File: config.mk
export PLATFORM = sky130hd
export DESIGN_NAME = id_fetch_queue
export DESIGN_NICKNAME = d
export VERILOG_FILES = /design/src/rtl/idq_pkg.sv /design/src/rtl/imm_sel_dec.sv /design/src/rtl/id_fetch_queue.sv
export SDC_FILE = /design/constraint.sdc
export NUM_CORES = 1
export LEC_CHECK = 0
export ABC_AREA = 0
export ABC_CLOCK_PERIOD_IN_PS = 5050
export CORE_ASPECT_RATIO = 0.7
export CORE_UTILIZATION = 30
export DETAILED_ROUTE_END_ITERATION = 10
export PLACE_DENSITY = 0.54
export SLEW_MARGIN = 30
export SYNTH_ARGS = -nofsm -noshare
export SYNTH_HDL_FRONTEND = slang
export SYNTH_HIERARCHICAL = 1
export SYNTH_SLANG_ARGS = --single-unit
File: constraint.sdc
create_clock -name clk -period 5.05 [get_ports clk]
set_input_delay 1.01 -clock clk [delete_from_list [all_inputs] [get_ports clk]]
set_output_delay 1.01 -clock clk [all_outputs]
set_load 0.02 [all_outputs]
File: src/rtl/idq_pkg.sv
// Shared constants for the fetch->decode instruction queue: RV32I opcodes,
// immediate-type select encodings and the canonical NOP.
package idq_pkg;

    localparam logic [6:0] OPC_OP_IMM = 7'b0010011;
    localparam logic [6:0] OPC_LOAD   = 7'b0000011;
    localparam logic [6:0] OPC_JALR   = 7'b1100111;
    localparam logic [6:0] OPC_STORE  = 7'b0100011;
    localparam logic [6:0] OPC_BRANCH = 7'b1100011;
    localparam logic [6:0] OPC_JAL    = 7'b1101111;
    localparam logic [6:0] OPC_LUI    = 7'b0110111;
    localparam logic [6:0] OPC_AUIPC  = 7'b0010111;
    localparam logic [6:0] OPC_OP     = 7'b0110011;
    localparam logic [6:0] OPC_SYSTEM = 7'b1110011;
    localparam logic [6:0] OPC_FENCE  = 7'b0001111;

    localparam logic [2:0] IMM_I = 3'b000;
    localparam logic [2:0] IMM_S = 3'b001;
    localparam logic [2:0] IMM_B = 3'b010;
    localparam logic [2:0] IMM_J = 3'b011;
    localparam logic [2:0] IMM_U = 3'b100;

    localparam logic [31:0] NOP_INSTR = 32'h0000_0013;

endpackage

File: src/rtl/imm_sel_dec.sv
// Combinational opcode -> {imm_sel, illegal} decoder; reusable by later decode logic.
module imm_sel_dec
    import idq_pkg::*;
(
    input  logic [6:0] opcode,
    output logic [2:0] imm_sel,
    output logic       illegal
);

    always_comb begin
        imm_sel = IMM_I;
        illegal = 1'b0;
        case (opcode)
            OPC_OP_IMM, OPC_LOAD, OPC_JALR: imm_sel = IMM_I;
            OPC_STORE:                      imm_sel = IMM_S;
            OPC_BRANCH:                     imm_sel = IMM_B;
            OPC_JAL:                        imm_sel = IMM_J;
            OPC_LUI, OPC_AUIPC:             imm_sel = IMM_U;
            // R-type, system and fence carry no immediate but are legal
            OPC_OP, OPC_SYSTEM, OPC_FENCE:  imm_sel = IMM_I;
            default:                        illegal = 1'b1;
        endcase
    end

endmodule

File: src/rtl/id_fetch_queue.sv
// Circular instruction queue between fetch and decode with pre-decoded imm_sel.
// Define IDQ_BYPASS_EN for zero-latency pass-through when the queue is empty.
module id_fetch_queue
    import idq_pkg::*;
#(
    parameter int DEPTH = 2,
    parameter int XLEN  = 32
) (
    input  logic            clk,
    input  logic            rst,
    input  logic            flush,
    input  logic            in_valid,
    output logic            in_ready,
    input  logic [XLEN-1:0] in_instr,
    input  logic [XLEN-1:0] in_pc,
    output logic            out_valid,
    input  logic            out_ready,
    output logic [XLEN-1:0] out_instr,
    output logic [XLEN-1:0] out_pc,
    output logic [2:0]      imm_sel,
    output logic [24:0]     imm_field,
    output logic            illegal
);

    localparam int PW = (DEPTH > 1) ? $clog2(DEPTH) : 1;
    localparam int CW = $clog2(DEPTH + 1);

    logic [XLEN-1:0] mem_instr [DEPTH];
    logic [XLEN-1:0] mem_pc    [DEPTH];
    logic [PW-1:0]   rd_ptr, wr_ptr;
    logic [CW-1:0]   count;

    logic head_valid, byp, push, pop, wr_en, rd_en;

    assign head_valid = (count != '0);
    assign in_ready   = !rst && (count != CW'(DEPTH));

`ifdef IDQ_BYPASS_EN
    // Empty queue: show the incoming entry directly; it is only stored if decode stalls.
    assign byp = !head_valid && in_valid && !rst;
`else
    assign byp = 1'b0;
`endif

    assign out_valid = !flush && (head_valid || byp);
    assign push      = in_valid && in_ready;
    assign pop       = out_valid && out_ready;
    assign wr_en     = push && !flush && !(byp && out_ready);
    assign rd_en     = pop && !byp;

    always_comb begin
        out_instr = XLEN'(NOP_INSTR);
        out_pc    = '0;
        if (out_valid) begin
            if (byp) begin
                out_instr = in_instr;
                out_pc    = in_pc;
            end else begin
                out_instr = mem_instr[rd_ptr];
                out_pc    = mem_pc[rd_ptr];
            end
        end
    end

    assign imm_field = out_instr[31:7];

    imm_sel_dec u_dec (
        .opcode  (out_instr[6:0]),
        .imm_sel (imm_sel),
        .illegal (illegal)
    );

    always_ff @(posedge clk) begin
        if (rst || flush) begin
            rd_ptr <= '0;
            wr_ptr <= '0;
            count  <= '0;
        end else begin
            if (wr_en) wr_ptr <= wr_ptr + PW'(1);
            if (rd_en) rd_ptr <= rd_ptr + PW'(1);
            if (wr_en && !rd_en)      count <= count + CW'(1);
            else if (!wr_en && rd_en) count <= count - CW'(1);
        end
    end

    // Storage is deliberately not reset.
    always_ff @(posedge clk) begin
        if (wr_en && !rst) begin
            mem_instr[wr_ptr] <= in_instr;
            mem_pc[wr_ptr]    <= in_pc;
        end
    end

endmodule

==> flow_summary.html <==
<table>
<tr><th>Metric</th><th>Value</th></tr>
<tr><th colspan="2">Synthesis</th></tr>
<tr><td>Yosys warning total</td><td>6</td></tr>
<tr><td>Post-synth EDFFs</td><td>128</td></tr>
<tr><td>Library cell with the highest instance count after synthesis</td><td>sky130_fd_sc_hd__edfxtp_1</td></tr>
<tr><td>Leading area contributor after synthesis</td><td>sky130_fd_sc_hd__edfxtp_1</td></tr>
<tr><td>Primary flip-flop cell chosen by synthesis mapping</td><td>sky130_fd_sc_hd__edfxtp_1</td></tr>
<tr><td>Top-area cell type share of the netlist area</td><td>68.9%</td></tr>
<tr><td>Seq/Total Area, Yosys</td><td>70.7%</td></tr>
<tr><td>Cells after Synth</td><td>344</td></tr>
<tr><td>Top post-synthesis cells by area</td><td>sky130_fd_sc_hd__edfxtp_1, sky130_fd_sc_hd__mux2i_1, sky130_fd_sc_hd__nor2_2</td></tr>
<tr><td>Nets in the synthesized netlist</td><td>414</td></tr>
<tr><td>Cell types with the highest counts after synthesis</td><td>sky130_fd_sc_hd__edfxtp_1, sky130_fd_sc_hd__mux2i_1, sky130_fd_sc_hd__nor2_2</td></tr>
<tr><td>Number of synthesized register bits</td><td>133</td></tr>
<tr><td>Mean Syn Cell Area</td><td>16.2 sq um</td></tr>
<tr><td>Post-synthesis async set-or-reset flop share</td><td>0%</td></tr>
<tr><td>Cell variety after synth</td><td>31</td></tr>
<tr><td>Synthesized area</td><td>0.00558 sq mm</td></tr>
<tr><th colspan="2">Critical path</th></tr>
<tr><td>WP buf/inv</td><td>3</td></tr>
<tr><td>Crit path launch</td><td>flush</td></tr>
<tr><td>Critical path data required time</td><td>4.04 ns</td></tr>
<tr><td>Critical path capture point type</td><td>output pin</td></tr>
<tr><td>Cell type group with the largest total delay on the critical path</td><td>buffers and inverters</td></tr>
<tr><td>Crit-path max cell delay</td><td>0.65 ns</td></tr>
<tr><td>CP dominant cell by count</td><td>sky130_fd_sc_hd__clkdlybuf4s50_1</td></tr>
<tr><td>Largest fanout on the critical path</td><td>27</td></tr>
<tr><td>Worst setup path category</td><td>in2out</td></tr>
<tr><td>Slowest stage cell, crit path</td><td>sky130_fd_sc_hd__clkdlybuf4s50_1</td></tr>
<tr><td>R2R Path Start</td><td>count[0]</td></tr>
<tr><td>WP data arrival</td><td>3.47 ns</td></tr>
<tr><td>Chain of cells forming the critical path</td><td>clkdlybuf4s50_1 -&gt; or2_4 -&gt; inv_1 -&gt; nand2_1 -&gt; and2b_1 -&gt; nand3_1 -&gt; a2bb2oi_1 -&gt; clkdlybuf4s50_1</td></tr>
<tr><td>Category of the worst setup path launch point</td><td>primary input</td></tr>
<tr><th colspan="2">Timing</th></tr>
<tr><td>Fmax</td><td>223 MHz</td></tr>
<tr><td>Portion of the clock cycle consumed by the worst path in the final layout</td><td>88.7%</td></tr>
<tr><td>Slew margin rel.</td><td>37.6%</td></tr>
<tr><td>Transition time of the tightest slew-check pin</td><td>0.933 ns</td></tr>
<tr><td>Number of setup violations in the final report</td><td>0</td></tr>
<tr><td>Number of max-slew violations in the final report</td><td>0</td></tr>
<tr><td>Worst clock skew</td><td>0.00511 ns</td></tr>
<tr><td>Final critical path time including I/O delays and setup</td><td>4.48 ns</td></tr>
<tr><td>Unrepaired setup endpoints after global routing</td><td>false</td></tr>
<tr><td>Setup TNS</td><td>0 ns</td></tr>
<tr><td>Hold Vio Cnt, Final</td><td>0</td></tr>
<tr><th colspan="2">Power</th></tr>
<tr><td>Maximum resistive drop on vdd</td><td>0.193 mV</td></tr>
<tr><td>Pwr Density</td><td>347 mW/mm^2</td></tr>
<tr><td>Leakage power</td><td>2.44 nW</td></tr>
<tr><th colspan="2">Final layout</th></tr>
<tr><td>Count of placed standard cells in the final layout, fillers left out</td><td>740</td></tr>
<tr><td>Area Growth Syn to Fin</td><td>40.7%</td></tr>
<tr><td>Fraction of final layout cells with drive strength greater than 1</td><td>19.6%</td></tr>
<tr><td>Total of fill cells in the finished design</td><td>1625</td></tr>
<tr><td>Antenna cell count</td><td>0</td></tr>
<tr><td>Final net count</td><td>561</td></tr>
<tr><th colspan="2">Route</th></tr>
<tr><td>Detail-routed via count per cell</td><td>4.30</td></tr>
<tr><td>Starting DRC count in detailed routing</td><td>174</td></tr>
<tr><td>Remaining routing DRC violations</td><td>0</td></tr>
<tr><td>Routed Wire Length</td><td>11.2 mm</td></tr>
<tr><td>Vias after detailed routing</td><td>3179</td></tr>
<tr><td>Residual antenna-violating net count after detailed routing</td><td>0</td></tr>
<tr><td>Detailed-route wire length per cell</td><td>15.1 microns</td></tr>
<tr><td>Number of optimization iterations in the first detailed-route pass</td><td>4</td></tr>
<tr><th colspan="2">GRT</th></tr>
<tr><td>First-pass GRT wire length</td><td>16.5 mm</td></tr>
<tr><td>Total global routing track utilization</td><td>11.9%</td></tr>
<tr><td>GRT Residual Overflow</td><td>0</td></tr>
<tr><td>Number of antenna violations at the first check in global routing</td><td>0</td></tr>
<tr><td>Vias in the first global route</td><td>3118</td></tr>
<tr><td>Largest net degree at the start of global routing</td><td>65</td></tr>
<tr><th colspan="2">Die</th></tr>
<tr><td>Std-Cell Rows</td><td>41</td></tr>
<tr><td>Placeable core region</td><td>0.0181 sq mm</td></tr>
<tr><td>Chip Width</td><td>165 microns</td></tr>
<tr><td>Die Area</td><td>0.0192 sq mm</td></tr>
<tr><td>Die Y</td><td>116 microns</td></tr>
<tr><td>Io pins</td><td>164</td></tr>
<tr><td>Initial cell density of the core</td><td>30.8%</td></tr>
<tr><th colspan="2">Clock network</th></tr>
<tr><td>H-tree level count</td><td>4</td></tr>
<tr><td>Clock tree root buffer cell</td><td>sky130_fd_sc_hd__clkbuf_16</td></tr>
<tr><td>Largest buffer count on any clock path</td><td>2</td></tr>
<tr><td>Number of setup buffers added after CTS</td><td>0</td></tr>
<tr><td>CTS resizes</td><td>0</td></tr>
<tr><td>Clock-pin slew on the worst setup and hold paths</td><td>0.05 ns</td></tr>
<tr><td>TritonCTS clock tree</td><td>yes</td></tr>
<tr><td>Number of sinks handled by clock tree synthesis</td><td>133</td></tr>
<tr><td>Later-pin clock latency in the skew report</td><td>0.41 ns</td></tr>
<tr><td>Clock buffer count from CTS</td><td>17</td></tr>
<tr><td>CTS hold repair buffers</td><td>0</td></tr>
<tr><th colspan="2">Min path</th></tr>
<tr><td>Type of the most critical hold path</td><td>reg2reg</td></tr>
<tr><td>Hold path start</td><td>rd_ptr</td></tr>
<tr><th colspan="2">Placed design</th></tr>
<tr><td>Final HPWL from detailed placement</td><td>7.19 mm</td></tr>
<tr><td>Count of input and output buffers</td><td>163</td></tr>
<tr><td>Final weighted congestion of routability-driven global placement</td><td>0.791</td></tr>
<tr><td># placed instances</td><td>708</td></tr>
<tr><th colspan="2">Flow run</th></tr>
<tr><td>Max-cap violation count</td><td>0</td></tr>
<tr><th colspan="2">Outcome</th></tr>
<tr><td>Outcome</td><td>complete, no violations</td></tr>
</table>
cells in the final DEF, fill, tap and decap left out, types with 2 or more instances in the layout:
master,synthesis,layout
sky130_fd_sc_hd__a21oi_1,3,3
sky130_fd_sc_hd__buf_4,26,3
sky130_fd_sc_hd__bufinv_16,0,5
sky130_fd_sc_hd__clkbuf_16,0,17
sky130_fd_sc_hd__clkdlybuf4s50_1,0,163
sky130_fd_sc_hd__clkinv_1,0,2
sky130_fd_sc_hd__clkinv_2,0,3
sky130_fd_sc_hd__clkinv_4,0,3
sky130_fd_sc_hd__dfxtp_1,5,4
sky130_fd_sc_hd__edfxtp_1,128,128
sky130_fd_sc_hd__inv_1,4,4
sky130_fd_sc_hd__mux2i_1,64,64
sky130_fd_sc_hd__nand2_1,6,6
sky130_fd_sc_hd__nand3_1,4,4
sky130_fd_sc_hd__nor2_1,9,7
sky130_fd_sc_hd__nor2_2,60,60
sky130_fd_sc_hd__nor2_4,0,2
sky130_fd_sc_hd__o21ai_0,2,2
sky130_fd_sc_hd__or3_1,2,2
sky130_fd_sc_hd__xor2_1,3,3
layer usage:
layer	share of wire (%)	global-route usage, %	vias up
met4	1.1	5.14	0
met3	8.2	5.18	12
met5	0	0	-
met2	44	17.7	132
li1	-	-	1523
met1	46	15.0	1512
flip-flops by register name, indices dropped and copies added (netlist names), named ones only:
signal     flops
mem_instr     64
mem_pc        64
count          2
rd_ptr         1
wr_ptr         1
kinds of logic (layout without fill, tap and decap cells):
group	after synthesis	after routing	synth area share [%]
XOR/XNOR	4	4	0.628
AND/OR/NAND/NOR	90	90	9.37
buffers and inverters	43	203	6.66
flip-flops	133	133	70.7
AO/OA/AOI/OAI	9	9	0.986
adder cells (fa/ha/maj)	1	1	0.224
multiplexers	64	64	11.5
through the flow:
step	util (%)	hold slack (ns)	power [W]	setup WS, ns	area [sq um]
floorplan	-	0.472	0.00134	0.667	5580
global placement	39.8	0.490	0.00143	0.700	7220
detailed placement	39.8	0.504	0.00143	0.536	7220
CTS	43.4	0.519	0.00276	0.534	7850
global route	43.4	0.551	0.00282	0.463	7850
finish	43.4	0.512	0.00273	0.572	7850
final cells by class:
class / instances / area, sq um / share of cell area [%]
flip-flops and latches: 133 / 3950 / 50.3
repair buffers: 167 / 1670 / 21.3
clock buffers: 18 / 429 / 5.47
inverters: 4 / 15.0 / 0.191
multi-input cells: 168 / 1280 / 16.3
well taps: 236 / 295 / 3.76
clock inverters: 14 / 208 / 2.64
power breakdown:
| group | switching [W] | internal, W |
|---|---|---|
| logic | 0.0000765 | 0.0000878 |
| clock network | 0.000449 | 0.000873 |
| registers | 0.00000762 | 0.00123 |
| total | 0.000533 | 0.00219 |
worst reg2reg max path, stage by stage, from the launching register on:
cell                       delay, ns
sky130_fd_sc_hd__dfxtp_1        0.41
sky130_fd_sc_hd__nand2b_1       0.19
sky130_fd_sc_hd__nand3_1        0.23
sky130_fd_sc_hd__nor2_4         0.77
sky130_fd_sc_hd__buf_12         0.33
worst paths after layout:
path,to,slack (ns),depth (start not counted)
worst min-delay path,flip-flop,0.51,2
worst max register to register,mem_pc[1][7],2.77,4
worst min register to register,flip-flop,0.51,2
worst max-delay path,illegal,0.57,8
No activity file was read; power rests on OpenSTA's default activity.
